## src/rtl/alu_sequencer_if.sv

```systemverilog
// Operation-request and result handshake bundle for alu_sequencer.
// master drives requests and accepts results; slave is the sequencer side.
interface alu_sequencer_if;
    logic       op_valid;
    logic       op_ready;
    logic [3:0] op_code;
    logic [7:0] a_in;
    logic [7:0] b_in;
    logic       res_valid;
    logic       res_ready;
    logic [7:0] res_data;

    modport master (
        output op_valid, op_code, a_in, b_in, res_ready,
        input  op_ready, res_valid, res_data
    );

    modport slave (
        input  op_valid, op_code, a_in, b_in, res_ready,
        output op_ready, res_valid, res_data
    );
endinterface

```

## src/rtl/alu_sequencer.sv

```systemverilog
// Sequences 6502-style ALU operations onto an external combinational ALU.
// Optional rotate ops (ASL/ROL/ROR) are enabled by defining ALU_SEQ_ROTATE_EN.
module alu_sequencer (
    input  logic              clk,
    input  logic              rst,
    alu_sequencer_if.slave    seq,
    output logic              flag_n,
    output logic              flag_z,
    output logic              flag_c,
    output logic              flag_v,
    output logic              alu_add_en,
    output logic              alu_and_en,
    output logic              alu_xor_en,
    output logic              alu_or_en,
    output logic              alu_sr_en,
    output logic [7:0]        alu_a,
    output logic [7:0]        alu_b,
    output logic              alu_carry_in,
    input  logic [7:0]        alu_c_out,
    input  logic              alu_carry_out,
    input  logic              alu_ovflw
);

    localparam logic [3:0] OP_ADC = 4'd0;
    localparam logic [3:0] OP_SBC = 4'd1;
    localparam logic [3:0] OP_AND = 4'd2;
    localparam logic [3:0] OP_ORA = 4'd3;
    localparam logic [3:0] OP_EOR = 4'd4;
    localparam logic [3:0] OP_CMP = 4'd5;
    localparam logic [3:0] OP_LSR = 4'd6;
`ifdef ALU_SEQ_ROTATE_EN
    localparam logic [3:0] OP_ASL = 4'd7;
    localparam logic [3:0] OP_ROL = 4'd8;
    localparam logic [3:0] OP_ROR = 4'd9;
`endif
    localparam logic [3:0] OP_CLC = 4'd10;
    localparam logic [3:0] OP_SEC = 4'd11;

    typedef enum logic [1:0] {
        IDLE  = 2'd0,
        EXEC  = 2'd1,
        EXEC2 = 2'd2,
        DONE  = 2'd3
    } state_t;

    state_t     state_r;
    logic [3:0] op_r;
    logic [7:0] a_r;
    logic       carry_tmp_r;

    logic       dec_add_s;
    logic       dec_and_s;
    logic       dec_xor_s;
    logic       dec_or_s;
    logic       dec_sr_s;
    logic [7:0] dec_a_s;
    logic [7:0] dec_b_s;
    logic       dec_cin_s;

    function automatic logic is_zero(input logic [7:0] v);
        return (v == 8'h00);
    endfunction

    // Decode the ALU drive for the op being offered; registered on handshake.
    always_comb begin
        dec_add_s = 1'b0;
        dec_and_s = 1'b0;
        dec_xor_s = 1'b0;
        dec_or_s  = 1'b0;
        dec_sr_s  = 1'b0;
        dec_a_s   = 8'h00;
        dec_b_s   = 8'h00;
        dec_cin_s = 1'b0;
        case (seq.op_code)
            OP_ADC: begin dec_add_s = 1'b1; dec_a_s = seq.a_in; dec_b_s = seq.b_in;  dec_cin_s = flag_c; end
            OP_SBC: begin dec_add_s = 1'b1; dec_a_s = seq.a_in; dec_b_s = ~seq.b_in; dec_cin_s = flag_c; end
            OP_AND: begin dec_and_s = 1'b1; dec_a_s = seq.a_in; dec_b_s = seq.b_in; end
            OP_ORA: begin dec_or_s  = 1'b1; dec_a_s = seq.a_in; dec_b_s = seq.b_in; end
            OP_EOR: begin dec_xor_s = 1'b1; dec_a_s = seq.a_in; dec_b_s = seq.b_in; end
            OP_CMP: begin dec_add_s = 1'b1; dec_a_s = seq.a_in; dec_b_s = ~seq.b_in; dec_cin_s = 1'b1; end
            OP_LSR: begin dec_sr_s  = 1'b1; dec_a_s = seq.a_in; end
`ifdef ALU_SEQ_ROTATE_EN
            OP_ASL: begin dec_add_s = 1'b1; dec_a_s = seq.a_in; dec_b_s = seq.a_in; dec_cin_s = 1'b0; end
            OP_ROL: begin dec_add_s = 1'b1; dec_a_s = seq.a_in; dec_b_s = seq.a_in; dec_cin_s = flag_c; end
            OP_ROR: begin dec_sr_s  = 1'b1; dec_a_s = seq.a_in; end
`endif
            default: dec_add_s = 1'b0;
        endcase
    end

    // Sequencer FSM with registered handshake, flag and ALU-drive outputs.
    always_ff @(posedge clk) begin
        if (rst) begin
            state_r       <= IDLE;
            op_r          <= 4'd0;
            a_r           <= 8'h00;
            carry_tmp_r   <= 1'b0;
            seq.op_ready  <= 1'b1;
            seq.res_valid <= 1'b0;
            seq.res_data  <= 8'h00;
            flag_n        <= 1'b0;
            flag_z        <= 1'b0;
            flag_c        <= 1'b0;
            flag_v        <= 1'b0;
            alu_add_en    <= 1'b0;
            alu_and_en    <= 1'b0;
            alu_xor_en    <= 1'b0;
            alu_or_en     <= 1'b0;
            alu_sr_en     <= 1'b0;
            alu_a         <= 8'h00;
            alu_b         <= 8'h00;
            alu_carry_in  <= 1'b0;
        end else begin
            // ALU drive is live only for the cycle(s) it was loaded for.
            alu_add_en   <= 1'b0;
            alu_and_en   <= 1'b0;
            alu_xor_en   <= 1'b0;
            alu_or_en    <= 1'b0;
            alu_sr_en    <= 1'b0;
            alu_a        <= 8'h00;
            alu_b        <= 8'h00;
            alu_carry_in <= 1'b0;
            case (state_r)
                IDLE: begin
                    if (seq.op_valid) begin
                        op_r         <= seq.op_code;
                        a_r          <= seq.a_in;
                        seq.op_ready <= 1'b0;
                        state_r      <= EXEC;
                        alu_add_en   <= dec_add_s;
                        alu_and_en   <= dec_and_s;
                        alu_xor_en   <= dec_xor_s;
                        alu_or_en    <= dec_or_s;
                        alu_sr_en    <= dec_sr_s;
                        alu_a        <= dec_a_s;
                        alu_b        <= dec_b_s;
                        alu_carry_in <= dec_cin_s;
                    end
                end
                EXEC: begin
                    state_r       <= DONE;
                    seq.res_valid <= 1'b1;
                    case (op_r)
                        OP_ADC, OP_SBC: begin
                            seq.res_data <= alu_c_out;
                            flag_c       <= alu_carry_out;
                            flag_v       <= alu_ovflw;
                            flag_n       <= alu_c_out[7];
                            flag_z       <= is_zero(alu_c_out);
                        end
                        OP_AND, OP_ORA, OP_EOR: begin
                            seq.res_data <= alu_c_out;
                            flag_n       <= alu_c_out[7];
                            flag_z       <= is_zero(alu_c_out);
                        end
                        OP_CMP: begin
                            seq.res_data <= a_r;
                            flag_c       <= alu_carry_out;
                            flag_n       <= alu_c_out[7];
                            flag_z       <= is_zero(alu_c_out);
                        end
                        OP_LSR: begin
                            seq.res_data <= alu_c_out;
                            flag_c       <= alu_carry_out;
                            flag_n       <= 1'b0;
                            flag_z       <= is_zero(alu_c_out);
                        end
`ifdef ALU_SEQ_ROTATE_EN
                        OP_ASL, OP_ROL: begin
                            seq.res_data <= alu_c_out;
                            flag_c       <= alu_carry_out;
                            flag_n       <= alu_c_out[7];
                            flag_z       <= is_zero(alu_c_out);
                        end
                        // Second pass ORs the pre-op carry into bit 7; flags wait for it.
                        OP_ROR: begin
                            state_r       <= EXEC2;
                            seq.res_valid <= 1'b0;
                            carry_tmp_r   <= alu_carry_out;
                            alu_or_en     <= 1'b1;
                            alu_a         <= alu_c_out;
                            alu_b         <= {flag_c, 7'b0000000};
                        end
`endif
                        OP_CLC: begin
                            seq.res_data <= a_r;
                            flag_c       <= 1'b0;
                        end
                        OP_SEC: begin
                            seq.res_data <= a_r;
                            flag_c       <= 1'b1;
                        end
                        default: seq.res_data <= a_r;
                    endcase
                end
                EXEC2: begin
                    state_r       <= DONE;
                    seq.res_valid <= 1'b1;
                    seq.res_data  <= alu_c_out;
                    flag_c        <= carry_tmp_r;
                    flag_n        <= alu_c_out[7];
                    flag_z        <= is_zero(alu_c_out);
                end
                DONE: begin
                    if (seq.res_ready) begin
                        seq.res_valid <= 1'b0;
                        seq.op_ready  <= 1'b1;
                        state_r       <= IDLE;
                    end
                end
                default: begin
                    state_r       <= IDLE;
                    seq.op_ready  <= 1'b1;
                    seq.res_valid <= 1'b0;
                end
            endcase
        end
    end

endmodule

```

## src/flat_wrapper.sv

```systemverilog
// flat-port wrapper written by rule: the top's interface ports become plain ports
module alu_sequencer_flat 
  (clk, rst, flag_n, flag_z, flag_c, flag_v, alu_add_en, alu_and_en, alu_xor_en, alu_or_en, alu_sr_en, alu_a, alu_b, alu_carry_in, alu_c_out, alu_carry_out, alu_ovflw, seq_op_valid, seq_op_code, seq_a_in, seq_b_in, seq_res_ready, seq_op_ready, seq_res_valid, seq_res_data);
  alu_sequencer_if seq_i ();
  input  logic clk;
  input  logic rst;
  output logic flag_n;
  output logic flag_z;
  output logic flag_c;
  output logic flag_v;
  output logic alu_add_en;
  output logic alu_and_en;
  output logic alu_xor_en;
  output logic alu_or_en;
  output logic alu_sr_en;
  output logic [7:0] alu_a;
  output logic [7:0] alu_b;
  output logic alu_carry_in;
  input  logic [7:0] alu_c_out;
  input  logic alu_carry_out;
  input  logic alu_ovflw;
  input wire logic [$bits(seq_i.op_valid)-1:0] seq_op_valid;
  input wire logic [$bits(seq_i.op_code)-1:0] seq_op_code;
  input wire logic [$bits(seq_i.a_in)-1:0] seq_a_in;
  input wire logic [$bits(seq_i.b_in)-1:0] seq_b_in;
  input wire logic [$bits(seq_i.res_ready)-1:0] seq_res_ready;
  output wire logic [$bits(seq_i.op_ready)-1:0] seq_op_ready;
  output wire logic [$bits(seq_i.res_valid)-1:0] seq_res_valid;
  output wire logic [$bits(seq_i.res_data)-1:0] seq_res_data;
  assign seq_i.op_valid = seq_op_valid;
  assign seq_i.op_code = seq_op_code;
  assign seq_i.a_in = seq_a_in;
  assign seq_i.b_in = seq_b_in;
  assign seq_i.res_ready = seq_res_ready;
  assign seq_op_ready = seq_i.op_ready;
  assign seq_res_valid = seq_i.res_valid;
  assign seq_res_data = seq_i.res_data;
  alu_sequencer u_core (.clk(clk), .rst(rst), .seq(seq_i), .flag_n(flag_n), .flag_z(flag_z), .flag_c(flag_c), .flag_v(flag_v), .alu_add_en(alu_add_en), .alu_and_en(alu_and_en), .alu_xor_en(alu_xor_en), .alu_or_en(alu_or_en), .alu_sr_en(alu_sr_en), .alu_a(alu_a), .alu_b(alu_b), .alu_carry_in(alu_carry_in), .alu_c_out(alu_c_out), .alu_carry_out(alu_carry_out), .alu_ovflw(alu_ovflw));
endmodule
```

## config.mk

```make
export PLATFORM = sky130hd
export DESIGN_NAME = alu_sequencer_flat
export DESIGN_NICKNAME = d
export VERILOG_FILES = /design/src/rtl/alu_sequencer_if.sv /design/src/rtl/alu_sequencer.sv /design/src/flat_wrapper.sv
export SDC_FILE = /design/constraint.sdc
export NUM_CORES = 1
export LEC_CHECK = 0
export BUFFER_PORTS_ARGS = -buffer_cell sky130_fd_sc_hd__buf_2
export CORE_ASPECT_RATIO = 1.75
export CORE_UTILIZATION = 53
export DETAILED_ROUTE_END_ITERATION = 10
export PLACE_DENSITY_LB_ADDON = 0.05
export SETUP_SLACK_MARGIN = 0.1
export SLEW_MARGIN = 20
export SYNTH_ARGS = -nofsm -noshare
export SYNTH_HDL_FRONTEND = slang
export SYNTH_SLANG_ARGS = --single-unit
export TNS_END_PERCENT = 20
```

## constraint.sdc

```tcl
create_clock -name clk -period 3.5 [get_ports clk]
set_input_delay 0.7 -clock clk [delete_from_list [all_inputs] [get_ports clk]]
set_output_delay 0.7 -clock clk [all_outputs]
set_load 0.01 [all_outputs]
```

---- Word-level counts from Yosys, hierarchy flattened ----
Cells that the tools add are included.
operators by class
  add/sub/neg operators ................... 0
  multiply operators ...................... 0
  div/mod/pow operators ................... 0
  $lt $le $gt $ge ......................... 0
  eq/ne operators ......................... 22
  shifts and indexed selects .............. 0
  mux-type cells .......................... 23
  bitwise operators ....................... 4
  reduce and logical (&&, ||, !) cells .... 28
operators with widths
  kind                                                   count
  case mux 8 bit (2 select lines)                        2
  equality test 4 x 3 -> 1 bit, second input constant    6
  equality test 4 x 2 -> 1 bit, second input constant    4
  case mux 1 bit (2 select lines)                        7
  AND reduction 2 bit                                    7
  OR reduction 7 bit                                     2
  OR reduction 4 bit                                     3
  OR reduction 6 bit                                     2
  two-way mux 1 bit                                      9
  equality test 4 x 1 -> 1 bit, second input constant    2
  equality test 4 bit, second input constant             2
  zero test 4 bit                                        2
  zero test 8 bit                                        1
  two-way mux 8 bit                                      1
  inverter 8 bit                                         1
  OR reduction 2 bit                                     4
  inequality test 2 bit, second input constant           3
  case mux 2 bit (3 select lines)                        1
  nonzero test 2 bit                                     3
  OR reduction 3 bit                                     2
  equality test 2 bit, second input constant             2
  two-way mux 2 bit                                      2
  inequality test 4 bit, second input constant           1
  inequality test 3 x 2 -> 1 bit, second input constant  1
  5 further kinds                                        7
word-level totals
  register bits after elaboration ......... 50
  latch bits .............................. 0
  memory bits (writable) .................. 0
  ROM bits ................................ 0
  input port bits ......................... 34
  output and inout bits ................... 36
  logic and storage cells ................. 95
  memories kept ........................... 0

---- Logic depth before layout (Yosys ltp) ----
  depth in word-level cells ............... 4
  gate-level depth with buffers ........... 7
  gate-level depth less buffers ........... 6

---- Worst setup path after synthesis ----
Ideal clock, no wire load.
  kind .................................... input to register
  start point ............................. in alu_c_out[2]
  end point ............................... reg u_core.flag_z
  setup time .............................. 0.065 ns
  data arrival time ....................... 1.435 ns
  required time ........................... 3.435 ns
  path slack .............................. 2.000 ns
  stages on the path ...................... 4
  buffers on the path ..................... 0
  cell sequence ........................... or4_1 nor2_1 mux2i_1 nor2_1
between the ends
  longest elaborated chain between the ends .. 3
RTL lines
  what                                 line                  RTL
  start: declaration                   flat_wrapper.sv:19    input logic [7:0] alu_c_out;
  zero test 8 bit (*)                  alu_sequencer.sv:61   return (v == 8'h00);
  two-way mux 1 bit                    --
  case mux 1 bit (2 select lines) (*)  alu_sequencer.sv:123  case (state_r)
  end signal: assignment               alu_sequencer.sv:149  flag_z <= is_zero(alu_c_out);
  end signal: assignment               alu_sequencer.sv:154  flag_z <= is_zero(alu_c_out);
  end signal: assignment               alu_sequencer.sv:160  flag_z <= is_zero(alu_c_out);
  end: declaration                     alu_sequencer.sv:8    output logic flag_z,
Mark *: on every way between the ends. The rest lies on a longest branch, timed or not. The select of a mux whose other input is x is not followed.
A chain may end at the register's enable or synchronous reset.

---- Worst setup path after layout ----
  start point ............................. reg u_core.state_r[1]
  end point ............................... reg u_core.alu_a[0]
between the ends
  longest elaborated chain between the ends .. 3
RTL lines
  what                                 line                  RTL
  start: declaration                   alu_sequencer.sv:46   state_t state_r;
  start signal: assignment             alu_sequencer.sv:94   state_r <= IDLE;
  start signal: assignment             alu_sequencer.sv:129  state_r <= EXEC;
  start signal: assignment             alu_sequencer.sv:141  state_r <= DONE;
  zero test 2 bit                      alu_sequencer.sv:123
  inverter 1 bit (no source line)      --
  OR reduction 4 bit (no source line)  --
  end signal: assignment               alu_sequencer.sv:135  alu_a <= dec_a_s;
  end: declaration                     alu_sequencer.sv:16   output logic [7:0] alu_a,
No other way between the ends.

==> impl_metrics.py <==
metrics = {
    "global_route": {
        "track_usage": 0.235,
        "grt_pass1_vias": 1739,
        "grt_first_pass_wirelength_um": 7470,
        "grt_max_degree": 31,
        "gr-total-overflow": 0,
        "grt_antenna_before_repair": 0,
    },
    "setup_path": {
        "path_max_fanout": 14,
        "path_delay_family": "simple AND/OR/NAND/NOR gates",
        "cp_slowest_cell": "a31oi_1",
        "worstPathRequired_ps": 3750,
        "crit_path_max_incr_delay_ps": 460,
        "path_cells": "inv_1, ha_1, and2_2, nand2_1, a31oi_1, and2_1",
        "crit_buf_inv": 1,
        "crit_type": "reg2reg",
        "critPathArrivalTime_ps": 2180,
        "cp-end-kind": "flip-flop",
        "cp-start-kind": "flip-flop",
    },
    "drt": {
        "vias_per_cell": 5.14,
        "ant_nets": 0,
        "wirelength_um": 4420,
        "drtPass1Iterations": 4,
        "drt_iter0_drc": 29,
        "post_drt_wl_per_cell_um": 12.8,
        "drc_errors": 0,
        "vias": 1775,
    },
    "clocking": {
        "cts.clk_slew.worst_paths_ps": 90,
        "cts_resized": 0,
        "tritoncts": "done",
        "postCtsHoldBufs": 0,
        "cts_max_level": 2,
        "clkLatencyLatePin_ps": 300,
        "cts_sinks": 50,
        "cts-root-buf": "clkbuf_8",
        "cts_setup_buffers": 0,
        "clk_path_buf_depth": 2,
        "cts-buffers-inserted": 5,
    },
    "sta": {
        "skew_ps": 2.98,
        "fin_crit_sh": 0.553,
        "setup_violations": 0,
        "worst_slew_pin_slew_ps": 602,
        "maxSlewHeadroom": 0.599,
        "worst_slack_ps": 1560,
        "timing.final.hold_violations": 0,
        "report.final.slew_viol_count": 0,
        "fin_setup_tns_ps": 0,
        "max_freq_ghz": 0.516,
        "hold_ws_ps": 461,
        "rsz0062_at_grt": "false",
        "fin_crit_ps": 1940,
    },
    "run_status": {
        "status": "finished clean",
    },
    "synthesis": {
        "ys_types": 36,
        "synthFlopType": "dfxtp_1",
        "netlist_instances": 236,
        "synth_area_per_cell_um2": 8.64,
        "synth_async_sr_flop_share": 0,
        "synth_edf_count": 0,
        "yosys_warnings": 0,
        "netlist_area_mm2": 0.00204,
        "synth_seq_cells": 50,
        "synth_nets": 275,
        "ys_seq_area_frac": 0.491,
    },
    "cells_and_area": {
        "fin_nets": 337,
        "final_common_cell": "buf_2",
        "syn_to_final_growth_pct": 23.4,
        "final_cell_area_mm2": 0.00252,
        "fillCellCount": 335,
        "drive_above_1_share": 0.268,
        "instances_no_fill": 345,
        "antenna_cells": 0,
        "final_cell_mix": "buf_2 (69), dfxtp_1 (50), nor2_1 (35)",
    },
    "place": {
        "postPlaceCellArea_mm2": 0.00237,
        "post-dp-hpwl_um": 3410,
        "dp_cells": 337,
        "place.gp.congestion": 0.723,
        "dp_slack_ps": 1340,
        "port_buffers": 69,
    },
    "power_and_ir_drop": {
        "p_per_area_mw_per_mm2": 595,
        "ir_drop_mv": 0.401,
        "leakage_uw": 0.00114,
    },
    "floorplanning": {
        "ios": 70,
        "die_h_um": 84.1,
        "die_w_um": 48.9,
        "rows": 29,
        "start_util": 0.557,
        "die_area_mm2": 0.00411,
        "core_mm2": 0.00366,
    },
    "job": {
        "maxCapViolCount": 0,
    },
    "hold_path": {
        "hold_path.class": "reg2reg",
    },
}
[final timing paths]
kind	startpoint	end	slack, ps	depth (start not counted)
setup / recovery	u_core.state_r[1]	u_core.alu_a[0]	1560	6
hold / removal	u_core.a_r[2]	u_core.a_r[2]	460	2
setup reg to reg	u_core.state_r[1]	u_core.alu_a[0]	1560	6
hold reg to reg	u_core.a_r[2]	u_core.a_r[2]	460	2
[registers in the layout (all words and copies together) (netlist names), 2 cells and up]
name / flops
u_core.op_r: 4
u_core.seq.res_data: 8
u_core.alu_a: 8
u_core.alu_b: 8
u_core.state_r: 2
u_core.a_r: 8
[cell usage after synthesis, drive strengths merged (5+ instances only)]
library cell | instances | share of area
xnor2 | 8 | 0.034
clkbuf | 8 | 0.015
dfxtp | 50 | 0.49
a21oi | 25 | 0.063
nand2 | 34 | 0.063
a311oi | 8 | 0.034
mux2i | 7 | 0.034
o21ai | 11 | 0.027
ha | 5 | 0.031
and2 | 9 | 0.028
nor2 | 36 | 0.070
buf | 6 | 0.018
[metrics by stage]
step / total power [uW] / utilization
after floorplan: 918 / -
after global placement: 1020 / 0.648
after detailed placement: 1020 / 0.648
after CTS: 1510 / 0.687
after global routing: 1580 / 0.687
final: 1500 / 0.687
[worst reg2reg max path: stages (launching register included)]
cell and delay (ps):
dfxtp_1 360, inv_1 90, ha_1 180, and2_2 300, nand2_1 300, a31oi_1 460, and2_1 200
[where the power goes]
part / total, uW / internal, uW / switching, uW
logic: 337 / 140 / 197
clock network: 487 / 305 / 183
registers: 674 / 633 / 40.2
[kinds of logic after synthesis]
family,after synthesis,synth area share
DFF,50,0.491
muxes,8,0.0399
xor gates and xnor gates,9,0.0387
adders and majority gates,5,0.0307
AOI/OAI and AO/OA,50,0.146
buffers and inverters,18,0.0405
and+or+nand+nor,96,0.213
[cell type report]
class,count,area [um^2],area share
tap,46,57.6,0.0229
sequential,50,1000,0.398
multi-input combinational,168,956,0.380
clock buffer,6,82.6,0.0328
clock inverter,2,60.1,0.0239
inverter,4,15.0,0.00596
timing repair buffer,69,345,0.137
[per-layer routing]
layer | track usage | vias to the layer above | share of wire
met3 | 0.0583 | 7 | 0.050
li1 | - | 912 | -
met2 | 0.460 | 48 | 0.56
met5 | 0 | - | 0
met1 | 0.226 | 808 | 0.38
met4 | 0.0882 | 0 | 0.015
(Power assumes the default switching activity.)
